## src/rtl/mem_stage.sv

```systemverilog
// Memory-access pipeline stage: data-cache handshake, byte-lane strobes,
// load extraction and the MEM/WB pipeline register.
module mem_stage #(
  parameter int unsigned DATA_W = 32,
  parameter int unsigned REG_W  = 5
) (
  input  logic              clk,
  input  logic              rst,
  input  logic [DATA_W-1:0] ex_result,
  input  logic [DATA_W-1:0] ex_data2,
  input  logic [REG_W-1:0]  ex_rd,
  input  logic              ex_memtoreg,
  input  logic              ex_regwrite,
  input  logic              ex_memread,
  input  logic              ex_memwrite,
  input  logic              ex_ls_word,
  output logic              dc_req,
  output logic              dc_we,
  output logic [DATA_W-1:0] dc_addr,
  output logic [3:0]        dc_wstrb,
  output logic [DATA_W-1:0] dc_wdata,
  input  logic [DATA_W-1:0] dc_rdata,
  input  logic              dc_valid,
  output logic              d_stall,
  output logic [DATA_W-1:0] wb_rdata,
  output logic [DATA_W-1:0] wb_alu,
  output logic [REG_W-1:0]  wb_rd,
  output logic              wb_memtoreg,
  output logic              wb_regwrite
);

  localparam logic [0:0] S_IDLE = 1'b0;
  localparam logic [0:0] S_WAIT = 1'b1;

  logic [0:0]        state_q, state_d;
  logic              access;
  logic              is_write;
  logic              is_load;
  logic [3:0]        byte_strb;
  logic [7:0]        ld_byte;
  logic [DATA_W-1:0] ld_data;

  logic [DATA_W-1:0] wb_rdata_q, wb_alu_q;
  logic [REG_W-1:0]  wb_rd_q;
  logic              wb_memtoreg_q, wb_regwrite_q;

  // A simultaneous read+write request is serviced as a write.
  assign access   = ex_memread | ex_memwrite;
  assign is_write = ex_memwrite;
  assign is_load  = ex_memread & ~ex_memwrite;

  always_ff @(posedge clk or negedge rst) begin
    if (!rst) begin
      state_q <= S_IDLE;
    end else begin
      state_q <= state_d;
    end
  end

  // Handshake and stall; everything is forced low while reset is asserted.
  always_comb begin
    state_d = state_q;
    dc_req  = 1'b0;
    d_stall = 1'b0;
    if (rst) begin
      case (state_q)
        S_IDLE: begin
          if (access) begin
            dc_req  = 1'b1;
            d_stall = 1'b1;
            state_d = S_WAIT;
          end
        end
        S_WAIT: begin
          dc_req = 1'b1;
          if (dc_valid) begin
            state_d = S_IDLE;
          end else begin
            d_stall = 1'b1;
          end
        end
        default: state_d = S_IDLE;
      endcase
    end
  end

  assign byte_strb = 4'b0001 << ex_result[1:0];
  assign dc_we     = dc_req & is_write;
  assign dc_addr   = {ex_result[DATA_W-1:2], 2'b00};
  assign dc_wstrb  = dc_we ? (ex_ls_word ? 4'b1111 : byte_strb) : 4'b0000;
  assign dc_wdata  = ex_ls_word ? ex_data2 : {(DATA_W/8){ex_data2[7:0]}};

  always_comb begin
    ld_byte = dc_rdata[7:0];
    case (ex_result[1:0])
      2'd0: ld_byte = dc_rdata[7:0];
      2'd1: ld_byte = dc_rdata[15:8];
      2'd2: ld_byte = dc_rdata[23:16];
      2'd3: ld_byte = dc_rdata[31:24];
    endcase
  end

  assign ld_data = ex_ls_word ? dc_rdata : {{(DATA_W-8){ld_byte[7]}}, ld_byte};

  // MEM/WB register: frozen together with the upstream pipeline.
  always_ff @(posedge clk or negedge rst) begin
    if (!rst) begin
      wb_rdata_q    <= '0;
      wb_alu_q      <= '0;
      wb_rd_q       <= '0;
      wb_memtoreg_q <= 1'b0;
      wb_regwrite_q <= 1'b0;
    end else if (!d_stall) begin
      wb_rdata_q    <= is_load ? ld_data : '0;
      wb_alu_q      <= ex_result;
      wb_rd_q       <= ex_rd;
      wb_memtoreg_q <= ex_memtoreg;
      wb_regwrite_q <= ex_regwrite;
    end
  end

  assign wb_rdata    = wb_rdata_q;
  assign wb_alu      = wb_alu_q;
  assign wb_rd       = wb_rd_q;
  assign wb_memtoreg = wb_memtoreg_q;
  assign wb_regwrite = wb_regwrite_q;

endmodule

```

## config.mk

```make
export PLATFORM = sky130hd
export DESIGN_NAME = mem_stage
export DESIGN_NICKNAME = d
export VERILOG_FILES = /design/src/rtl/mem_stage.sv
export SDC_FILE = /design/constraint.sdc
export NUM_CORES = 1
export LEC_CHECK = 0
export ABC_AREA = 1
export BUFFER_PORTS_ARGS = -buffer_cell sky130_fd_sc_hd__buf_2
export CAP_MARGIN = 20
export CORE_MARGIN = 4
export CORE_UTILIZATION = 44
export DETAILED_ROUTE_END_ITERATION = 8
export MAX_ROUTING_LAYER = met4
export PLACE_DENSITY = 0.87
export SLEW_MARGIN = 20
export SYNTH_ARGS = -nofsm -noshare
export SYNTH_HDL_FRONTEND = slang
export SYNTH_SLANG_ARGS = --single-unit
```

## constraint.sdc

```tcl
create_clock -name clk -period 1.6 [get_ports clk]
set_input_delay 0.48 -clock clk [delete_from_list [all_inputs] [get_ports clk]]
set_output_delay 0.48 -clock clk [all_outputs]
set_load 0.03 [all_outputs]
```

## Word-level counts from Yosys, hierarchy flattened

Index checks and enable logic that the tools add are counted.

- Memory bits (writable): 0
- Register bits after elaboration: 72
- Bits in latches: 0
- Bits of input ports: 109
- ROM bits: 0
- Memories kept: 0

- Multiplexer cells: 12
- Shifts and indexed selects: 1
- Reduce and logical (&&, ||, !) cells: 1
- Divide/modulo/power cells: 0
- Equality and inequality tests: 3
- Bitwise operators: 5
- Add/sub/neg operators: 0
- Multiply operators: 0
- Magnitude comparators: 0

Operator list:

| cell | count |
|---|---|
| $mux 32 | 3 |
| $pmux 8 s4 | 1 |
| $mux 4 | 2 |
| $eq 2x2->1 const B | 2 |
| $mux 1 | 4 |
| $pmux 1 s2 | 2 |
| $shl 1x2->4 const A | 1 |
| $and 1x1->1 | 2 |
| $eq 2x1->1 const B | 1 |
| $logic_not 2->1 | 1 |
| $not 1->1 | 2 |
| $or 1x1->1 | 1 |

## Depth between registers and ports, before layout

Gate-level depths: netlist (run 1).

- Depth in word-level cells: 6
- Gate-level depth with buffers: 9
- Depth with buffers taken out: 7

## Worst setup path after synthesis (run 1)

OpenSTA, ideal clock, no wires.

- Path type: input -> output
- Start: in ex_memread
- End: out dc_wstrb[0]
- Stages on the path: 6
- Required time: 1.120 ns
- Buffers on the path: 0
- Setup slack: -0.311 ns
- Arrival time: 1.431 ns
- Cells stage by stage: nor2_1 nand2_1 nand2_1 inv_1 nand2_1 nor2_1

- Cells in the longest elaborated chain, start to end: 6

RTL lines:

| what | line | RTL |
|---|---|---|
| start, declared | 14 | `input logic ex_memread,` |
| $or 1x1->1 | 48 | `assign access = ex_memread \| ex_memwrite;` |
| $mux 1 | 68 | `if (access) begin` |
| $pmux 1 s2 | 66 | `case (state_q)` |
| $mux 1 | 65 | `if (rst) begin` |
| net dc_req | 17 | `output logic dc_req,` |
| $and 1x1->1 | 88 | `assign dc_we = dc_req & is_write;` |
| $mux 4 | 90 | `assign dc_wstrb = dc_we ? (ex_ls_word ? 4'b1111 : byte_strb) : 4'b0000;` |
| end, declared | 20 | `output logic [3:0] dc_wstrb,` |

The timed path passes the listed nets, and every way through them passes these cells.

## Final worst setup path (run 1)

- Start: reg state_q
- End: out dc_wstrb[3]

- Cells in the longest elaborated chain, start to end: 5

RTL lines:

| what | line | RTL |
|---|---|---|
| start, declared | 35 | `logic [0:0] state_q, state_d;` |
| start signal, assigned | 56 | `state_q <= state_d;` |
| $not 1->1 | n/a |  |
| $pmux 1 s2 * | 66 |  |
| $mux 1 * | 65 |  |
| $and 1x1->1 * | 88 |  |
| $mux 4 * | 90 |  |

Every way passes the cells marked *; elsewhere a longest branch is shown, timed or not.

==> results of run 1 <==
stage by stage:
| step | power (µW) | instances |
|---|---|---|
| 4_1_cts | 5600 | 858 |
| 3_3_place_gp | 3910 | 840 |
| 5_1_grt | 5870 | 861 |
| 6_report | 5590 | 861 |
| 3_5_place_dp | 3950 | 840 |
| 2_1_floorplan | 3360 | 526 |
registers in the layout, indices dropped and copies added (netlist names):
| register | cells |
|---|---|
| wb_alu | 32 |
| wb_rdata | 32 |
| wb_rd | 5 |
| state_q | 1 |
| wb_memtoreg | 1 |
| wb_regwrite | 1 |
final cells by class:
class                   count  area [µm²]
fillers                   790        3160
flip-flops and latches     72        1800
multi-input cells         375        1780
repair buffers            281        1710
clock buffers              11         141
well taps                 108         135
clock inverters             5        78.8
inverters                   9        41.3
worst register-to-register path: cells and delay by family (launching register included):
family	cells	cell delay (ns)
flops	1	0.41
simple gates	3	0.24
buf+inv	6	0.69
compound gates	1	0.07
power by group:
part           total (µW)  switching (µW)  internal, µW
clock                1580             661           922
combinational        1900            1270           627
sequential           2100            96.7          2010
total                5590            2030          3560
worst paths after layout:
kind,cells after the start,end,slack [ns],from
min reg2reg,2,wb_alu[12],0.47,wb_alu[12]
min,3,wb_rdata[31],0.21,rst
min in group clk,3,wb_memtoreg,0.35,ex_memtoreg
max,7,dc_wstrb[3],-0.19,state_q
max reg2reg,10,wb_rdata[9],0.09,state_q
max in group asynchronous,2,wb_rdata[28],0.72,rst
cell families after synthesis:
kind of cell	after synthesis	share of synthesized area [%]
AOI/OAI and AO/OA	31	5.67
buffers and inverters	79	13.4
DFF	72	44.3
other	1	0.0923
and+or+nand+nor	342	36.5
timing repair:
| action | CTS | global route |
|---|---|---|
| endpoints found under the setup margin | 31 | 30 |
| resized for setup | 37 | 16 |
| setup buffers | 2 | 1 |
| cloned | 0 | 2 |
| hold endpoints to repair | 0 | 0 |
| pin swaps | 2 | 0 |
| hold buffers | 0 | 0 |
layer usage:
layer / part of all wire, % / global-route usage, % / up-vias
met5: 0 / - / -
met2: 51 / 42.4 / 217
met3: 7.0 / 4.84 / 27
met1: 39 / 27.0 / 1884
met4: 2.5 / 9.78 / 0
li1: - / - / 2053
cells in the final DEF, fill, tap and decap left out, types with 3 or more instances in the layout:
master | Yosys | routed
nand3_1 | 49 | 49
a21oi_1 | 3 | 3
nor2_8 | 3 | 3
nor2_4 | 0 | 4
nor2_1 | 26 | 22
o21ai_1 | 7 | 7
buf_2 | 10 | 219
nand2_2 | 1 | 3
clkbuf_8 | 0 | 10
dfrtp_1 | 72 | 72
or2_2 | 23 | 23
inv_2 | 4 | 5
nand2_1 | 234 | 231
buf_12 | 0 | 4
buf_4 | 51 | 44
buf_6 | 3 | 8
o21ai_2 | 20 | 20
==> results by group, run 1 <==
Worst setup path
  – Top cell by count, worst path: nand2_2
  – Max incr delay on CP: 0.39 ns
  – Crit path required time: 1.12 ns
  – CP Data Arrival Time: ~1.3 ns
  – Crit path buf inv count: 3
  – Setup crit start kind: flip-flop
  – Cell family with most CP delay: flip-flops
  – CP max-delay cell: dfrtp_1
  – Crit-path max FO: 5
  – WS Path Type: reg2out
  – Worst Setup End Kind: output port
  – Crit-path cells: inv_2, nand2_2, nand2_2, inv_4, nand2_8, nor2_4, buf_6

Placement
  – Quantity of I/O buffers inserted on ports: 248
  – Hpwl dp: roughly 9.9 mm
  – Post-DP Area: 0.00525 mm²
  – DP Worst Slack: -0.158 ns
  – Final Wtd Congestion: 0.842

Logic synthesis
  – Top cell type by total area after synthesis: dfrtp_1
  – YS warnings: 0
  – Synthesized instance count: 525
  – Top cell type's share of synthesized area: between 40% and 50%
  – Syn_area_per_cell: 7.74 µm²
  – Syn Std Cell Area: 0.00406 mm²
  – Top_reg_cell synth: dfrtp_1
  – Synth top cells by count: 234 x nand2_1, 72 x dfrtp_1, 51 x buf_4
  – Yosys cell types: 23
  – Synth top area cells: dfrtp_1 44%, nand2_1 22%, buf_4 9.4%
  – Seq/Total Area, Yosys: 44.3%
  – Synth async-reset ratio: 100%
  – Count leader, synth: nand2_1
  – Post-synthesis register bit count: 72
  – EDFF count, synth: 0

Clock tree
  – Clk_lat worst skew: 0.33 ns
  – Num CTS Buffers: 9
  – Clk buf depth: 2
  – CTS tree: built
  – Clock sinks: between 70 and 80
  – H-tree levels: 3
  – Clock Pin Slew Worst Setup and Hold Paths: roughly 0.09 ns
  – Root Driver: clkbuf_8

Timing
  – Fin. max-slew vios: 0
  – Worst slew pin tran: 0.783 ns
  – Tcrit/Tclk final: 112%
  – Final Skew: 0.0131 ns
  – Final hold slack: 0.208 ns
  – Fmax: ~560 MHz
  – Slew headroom: a little under half
  – Setup violators final: 7
  – Minimum clock period: about 1.8 ns
  – Final Hold Vio Count: 0
  – Final WS setup: -0.188 ns
  – Setup TNS: -1.17 ns
  – RSZ-0062 raised after global routing: true

Power
  – Max rail drop VDD: 0.000378 V
  – P per Cell Area: 982 mW/mm²
  – P_leak: 0.00331 µW

Floorplanning
  – Std-Cell Rows: 34
  – Starting density of the core: 45.9%
  – Die H: approximately 100 µm
  – IO Pins: 251
  – Core area: 0.00885 mm²
  – Die Footprint: 0.0108 mm²
  – DIE WIDTH: between 100 and 150 µm

Global routing
  – Maximum number of pins on one net before global-route repair: 64
  – Vias in the first global route: 4,252
  – Global route total overflow: 0
  – Initial antenna violation count: 0
  – GRT Total Usage: 24.2%
  – Global-route wire length before repair: 20.9 mm

Finish
  – Final core occ: 64.3%
  – Final #Nets: 857
  – Post-route design area: 0.00569 mm²
  – Share of cells above drive strength 1: between 40 and 50%
  – Synth-to-Final Area Change: 40.0%
  – Antenna Cells: 0

Outcome
  – Status: finished with violations
  – Failing checks: negative setup slack

Route
  – DR WL/cell: about 15 µm
  – Drt pass-1 iters: 4
  – DRC Markers: 0
  – Starting DRT DRC Count: about 220
  – Post-DRT Antenna Nets: 0
  – Final WL: 13.0 mm
  – Vias per inst: 4.86
  – Vias: about 4,200

Hold path
  – HP Class: in2async

Flow run
  – Max Cap Violations: 0
No activity file was read; power rests on OpenSTA's default activity.
==> inputs of run 2 (changes only) <==
--- a/config.mk
+++ b/config.mk
@@ -5,11 +5,11 @@
 export SDC_FILE = /design/constraint.sdc
 export NUM_CORES = 1
 export LEC_CHECK = 0
-export ABC_AREA = 1
+export ABC_AREA = 0
 export BUFFER_PORTS_ARGS = -buffer_cell sky130_fd_sc_hd__buf_2
 export CAP_MARGIN = 20
 export CORE_MARGIN = 4
-export CORE_UTILIZATION = 44
+export CORE_UTILIZATION = 43
 export DETAILED_ROUTE_END_ITERATION = 8
 export MAX_ROUTING_LAYER = met4
 export PLACE_DENSITY = 0.87
==> results by group, run 2 <==
Timing
  – Tcrit/Tclk final: 111%
  – Slew headroom: 47.1%
  – Setup violators final: 52
  – Final WS setup: -0.174 ns
  – Final Hold Vio Count: 0
  – Fin. max-slew vios: 0
  – Final Skew: 0.00948 ns
  – RSZ-0062 raised after global routing: true
  – Fmax: 564 MHz
  – Final hold slack: about 0.12 ns
  – Minimum clock period: 1.77 ns
  – Worst slew pin tran: 0.793 ns

Placement
  – Hpwl dp: about 9.4 mm
  – Placed insts: 657
  – Final Wtd Congestion: 0.937
  – DP Worst Slack: -0.259 ns
  – Post-DP Area: 0.00537 mm²
  – Quantity of I/O buffers inserted on ports: roughly 250

Worst setup path
  – WS Path Type: reg2out
  – Crit-path max FO: 2
  – CP Data Arrival Time: 1.29 ns
  – Crit path required time: 1.12 ns
  – Worst Setup End Kind: output port
  – Setup crit start kind: flip-flop
  – Reg2reg setup slack: -0.05 ns

Logic synthesis
  – Synth async-reset ratio: 100%
  – Count leader, synth: dfrtp_1
  – Seq/Total Area, Yosys: 47.1%
  – Top_reg_cell synth: dfrtp_1
  – Syn Std Cell Area: 0.00383 mm²
  – Syn_area_per_cell: 11.3 µm²
  – Top cell type by total area after synthesis: dfrtp_1
  – Yosys cell types: 27
  – EDFF count, synth: 0
  – Post-synthesis register bit count: 72
  – Synthesized instance count: 338
  – Synth top area cells: dfrtp_1 47%, mux2_4 13%, a32o_1 8.4%
  – Synth top cells by count: 72 x dfrtp_1, 57 x nand2_1, 40 x buf_4
  – YS warnings: 0
  – Top cell type's share of synthesized area: 47.1%

Route
  – DR WL/cell: 19.9 µm
  – Starting DRT DRC Count: 83
  – DRC Markers: 0
  – Drt pass-1 iters: 4
  – Vias per inst: 5.14
  – Post-DRT Antenna Nets: 0
  – Vias: 3,532
  – Final WL: between 10 and 15 mm

Finish
  – Final #Nets: 683
  – Post-route design area: 0.00622 mm²
  – Most frequent cells in the layout: 214 x buf_2, 72 x dfrtp_1, 41 x nand2_4
  – Non-Filler Instances: 687
  – Share of cells above drive strength 1: 71.1%
  – Synth-to-Final Area Change: 62.6%
  – Commonest non-fill, non-tap cell in the layout: buf_2
  – Layout fillers: between 600 and 700
  – Final core occ: 71.7%

Floorplanning
  – IO Pins: 251
  – DIE WIDTH: between 100 and 150 µm
  – Core area: 0.00868 mm²
  – Die Footprint: 0.0105 mm²
  – Std-Cell Rows: 34
  – Die H: 102 µm
  – Starting density of the core: 44.1%

Global routing
  – Global route total overflow: 0
  – Vias in the first global route: approximately 3,600
  – Global-route wire length before repair: roughly 19 mm
  – Maximum number of pins on one net before global-route repair: 64
  – Initial antenna violation count: 0
  – GRT Total Usage: 24.5%

Flow run
  – Max Cap Violations: 0

Clock tree
  – Clock sinks: 72
  – H-tree levels: 3
  – Num CTS Buffers: 9
  – Clock Pin Slew Worst Setup and Hold Paths: 0.08 ns
  – Clk buf depth: 2
  – Clk_lat worst skew: 0.34 ns
  – Root Driver: clkbuf_8
  – CTS tree: built

Power
  – P per Cell Area: just over 900 mW/mm²
  – Max rail drop VDD: 0.000604 V
  – P_leak: between 0.003 and 0.004 µW

Hold path
  – HP Class: in2async

Outcome
  – Failing checks: negative setup slack
  – Status: finished with violations
-- run 2: through the flow --
| step | setup TNS [ns] | power (µW) |
|---|---|---|
| 6_report | -1.81 | 5720 |
| 5_1_grt | -3.65 | 5950 |
| 4_1_cts | -0.841 | 5670 |
| 3_5_place_dp | -15.33 | 4010 |
| 3_3_place_gp | -13.57 | 3960 |
| 2_1_floorplan | -12.05 | 3440 |
-- run 2: final cells by class --
type | instances | area (µm²) | share of cell area (%)
clock inverters | 4 | 53.8 | 0.864
multi-input cells | 198 | 2060 | 33.1
repair buffers | 289 | 2000 | 32.2
clock buffers | 11 | 151 | 2.43
well taps | 108 | 135 | 2.17
flip-flops and latches | 72 | 1800 | 28.9
diodes | 1 | 2.50 | 0.0402
inverters | 4 | 15.0 | 0.241
-- run 2: repair_timing --
item	in CTS	in global routing
setup endpoints to repair	30	83
pin swaps	9	7
hold buffers	1	0
setup buffers	5	2
cloned	2	4
gates resized for setup	104	21
endpoints found under the hold margin	1	0
-- run 2: per-layer routing --
metal  track usage, %  up-vias  share of wire [%]
li1                 -     1608                  -
met1             30.9     1753                 40
met2             40.9      146                 53
met3             3.82       25                5.4
met4             7.16        0                2.2
met5                -        -                  0
-- run 2: final timing paths --
kind	start	endpoint	depth (start not counted)
max	state_q	d_stall	3
min	rst	wb_alu[18]	2
max reg2reg	state_q	wb_alu[27]	6
min reg2reg	wb_rdata[2]	wb_rdata[2]	1
max in group asynchronous	rst	wb_rdata[7]	3
min in group clk	ex_rd[2]	wb_rd[2]	2
-- run 2: kinds of logic after synthesis --
kind of cell | Yosys count | share of synthesized area [%]
buf+inv | 69 | 12.1
mux | 46 | 16.6
flops | 72 | 47.1
other cells | 1 | 0.0979
simple gates | 101 | 12.5
compound gates | 49 | 11.8
-- run 2: critical path, stage by stage (launching register included) --
cell     delay, ns
dfrtp_1       0.39
o31a_1        0.26
and2_4        0.15
buf_4         0.16
-- run 2: power by group --
group	switching, µW	internal (µW)
clock	671	800
combinational	1250	883
sequential	109	2000
==> inputs of run 3 (changes only) <==
--- a/config.mk
+++ b/config.mk
@@ -9,10 +9,10 @@
 export BUFFER_PORTS_ARGS = -buffer_cell sky130_fd_sc_hd__buf_2
 export CAP_MARGIN = 20
 export CORE_MARGIN = 4
-export CORE_UTILIZATION = 43
+export CORE_UTILIZATION = 46
 export DETAILED_ROUTE_END_ITERATION = 8
 export MAX_ROUTING_LAYER = met4
-export PLACE_DENSITY = 0.87
+export PLACE_DENSITY = 0.92
 export SLEW_MARGIN = 20
 export SYNTH_ARGS = -nofsm -noshare
 export SYNTH_HDL_FRONTEND = slang
==> constraint.sdc (replaced) <==
create_clock -name clk -period 2.2 [get_ports clk]
set_input_delay 0.66 -clock clk [delete_from_list [all_inputs] [get_ports clk]]
set_output_delay 0.66 -clock clk [all_outputs]
set_load 0.03 [all_outputs]
==> results by group, run 3 (synthesis results as in run 2) <==
Global routing
  – Initial antenna violation count: 0
  – Met3 usage in global routing: 5.82%
  – Top Usage Layer GRT: met2
  – Global-route wire length before repair: 17.4 mm
  – Maximum number of pins on one net before global-route repair: 44
  – Global route total overflow: 0
  – GRT Total Usage: 23.0%
  – Met2 Track Usage GR: 42.5%
  – Vias in the first global route: 3,436
  – Met1 usage: 24.8%

Clock tree
  – Setup Fix Bufs, Post-CTS: 0
  – Hold buffer count at cts: 0
  – Num CTS Buffers: 9
  – Root Driver: clkbuf_8
  – Clock Pin Slew Worst Setup and Hold Paths: approximately 0.080 ns
  – Clk_lat worst skew: 0.34 ns
  – H-tree levels: 3
  – Cts repair resizes: 0
  – Clock sinks: 72
  – CTS tree: built
  – Clk buf depth: 2

Finish
  – Antenna Cells: 0
  – Share of cells above drive strength 1: slightly above 60%
  – Layout fillers: just under 700
  – Synth-to-Final Area Change: 35.9%
  – Final #Nets: 654
  – Commonest non-fill, non-tap cell in the layout: buf_2
  – Most frequent cells in the layout: 247 x buf_2, 72 x dfrtp_1, 37 x nand2_1

Worst setup path
  – WS Path Type: in2out
  – Max incr delay on CP: roughly 0.23 ns
  – CP max-delay cell: nand2b_1
  – Crit-path max FO: 43
  – Top cell by count, worst path: buf_2
  – Crit-path cells: buf_2, buf_12, nand2b_1, nand2_2, buf_2
  – CP Data Arrival Time: roughly 1.5 ns
  – Setup crit start kind: primary input
  – Crit path required time: 1.54 ns
  – Worst Setup End Kind: output port

Power
  – P_leak: 0.00285 µW
  – Switching share of power: 34.3%
  – Combinational Power Share: 30.7%
  – P per Cell Area: 784 mW/mm²
  – Sequential share of power: 37.5%
  – P_int: 2680 µW
  – Clk pwr share: between 30% and 40%
  – Max rail drop VDD: 0.000366 V
  – NetSw: 1400 µW
  – Power Total: about 4100 µW

Timing
  – Final hold slack: between 0.3 and 0.4 ns
  – Slew headroom: ~56%
  – Setup violators final: 0
  – Fmax: between 400 and 500 MHz
  – Final WS setup: 0.0586 ns
  – Tcrit/Tclk final: 97.3%
  – Fin. max-slew vios: 0
  – Minimum clock period: 2.14 ns
  – RSZ-0062 raised after global routing: false
  – Setup TNS: 0 ns
  – Final Hold Vio Count: 0
  – Worst slew pin tran: 0.664 ns
  – Final Skew: 0.00933 ns

Floorplanning
  – Starting density of the core: 46.8%
  – Core area: 0.00818 mm²
  – DIE WIDTH: 99.2 µm
  – Die H: about 100 µm
  – Std-Cell Rows: 33
  – Die Footprint: 0.00985 mm²
  – IO Pins: 251

Outcome
  – Status: finished clean

Hold path
  – HP Class: in2async

Route
  – Vias: 3,315
  – Post-DRT Antenna Nets: 0
  – Drt pass-1 iters: 4
  – Vias per inst: 5.06
  – Starting DRT DRC Count: 133
  – DR WL/cell: 17.0 µm
  – Final WL: 11.1 mm
  – DRC Markers: 0

Placement
  – DP Worst Slack: -0.0640 ns
  – Hpwl dp: 8.71 mm
  – Quantity of I/O buffers inserted on ports: 248
  – Final Wtd Congestion: 0.936

Flow run
  – Max Cap Violations: 0
[run 3: per-layer routing]
metal	up-vias	part of all wire, %
li1	1549	-
met1	1628	37
met5	-	0
met3	8	7.2
met4	0	0.96
met2	130	55
[run 3: cell type report]
class	count	area, µm²	area share [%]
Sequential cell	72	1800	34.6
Clock buffer	9	124	2.38
Inverter	4	15.0	0.289
Timing Repair Buffer	260	1360	26.2
Tap cell	105	131	2.53
Multi-Input combinational cell	198	1640	31.5
Clock inverter	7	128	2.45
[run 3: critical path: cells and delay by family]
kind | cells | cell delay (ns)
simple gates | 2 | 0.31
buf+inv | 3 | 0.49
[run 3: power by group through the flow]
stage,registers (µW),clock network [µW],logic (µW)
detailed placement,1560,0,1250
floorplan,1820,0,617
global route,1550,1390,1330
global placement,1550,0,1230
CTS,1530,1330,1260
finish,1530,1300,1250
[run 3: stage by stage]
stage	util [%]	instances	instance area, µm²
2_1_floorplan	-	339	3910
5_1_grt	63.6	655	5200
4_1_cts	63.4	654	5190
3_5_place_dp	60.4	638	4930
6_report	63.6	655	5200
3_3_place_gp	60.4	638	4930
[run 3: worst paths after layout]
kind,start,endpoint,slack (ns),cells past startpoint
min reg2reg,wb_rdata[12],wb_rdata[12],0.49,1
max,ex_ls_word,dc_wdata[30],0.06,5
min in group clk,wb_rdata[12],wb_rdata[12],0.49,1
max reg2reg,state_q,wb_rd[4],0.37,4
min,rst,wb_alu[6],0.39,2
max in group asynchronous,rst,wb_rdata[22],0.97,3
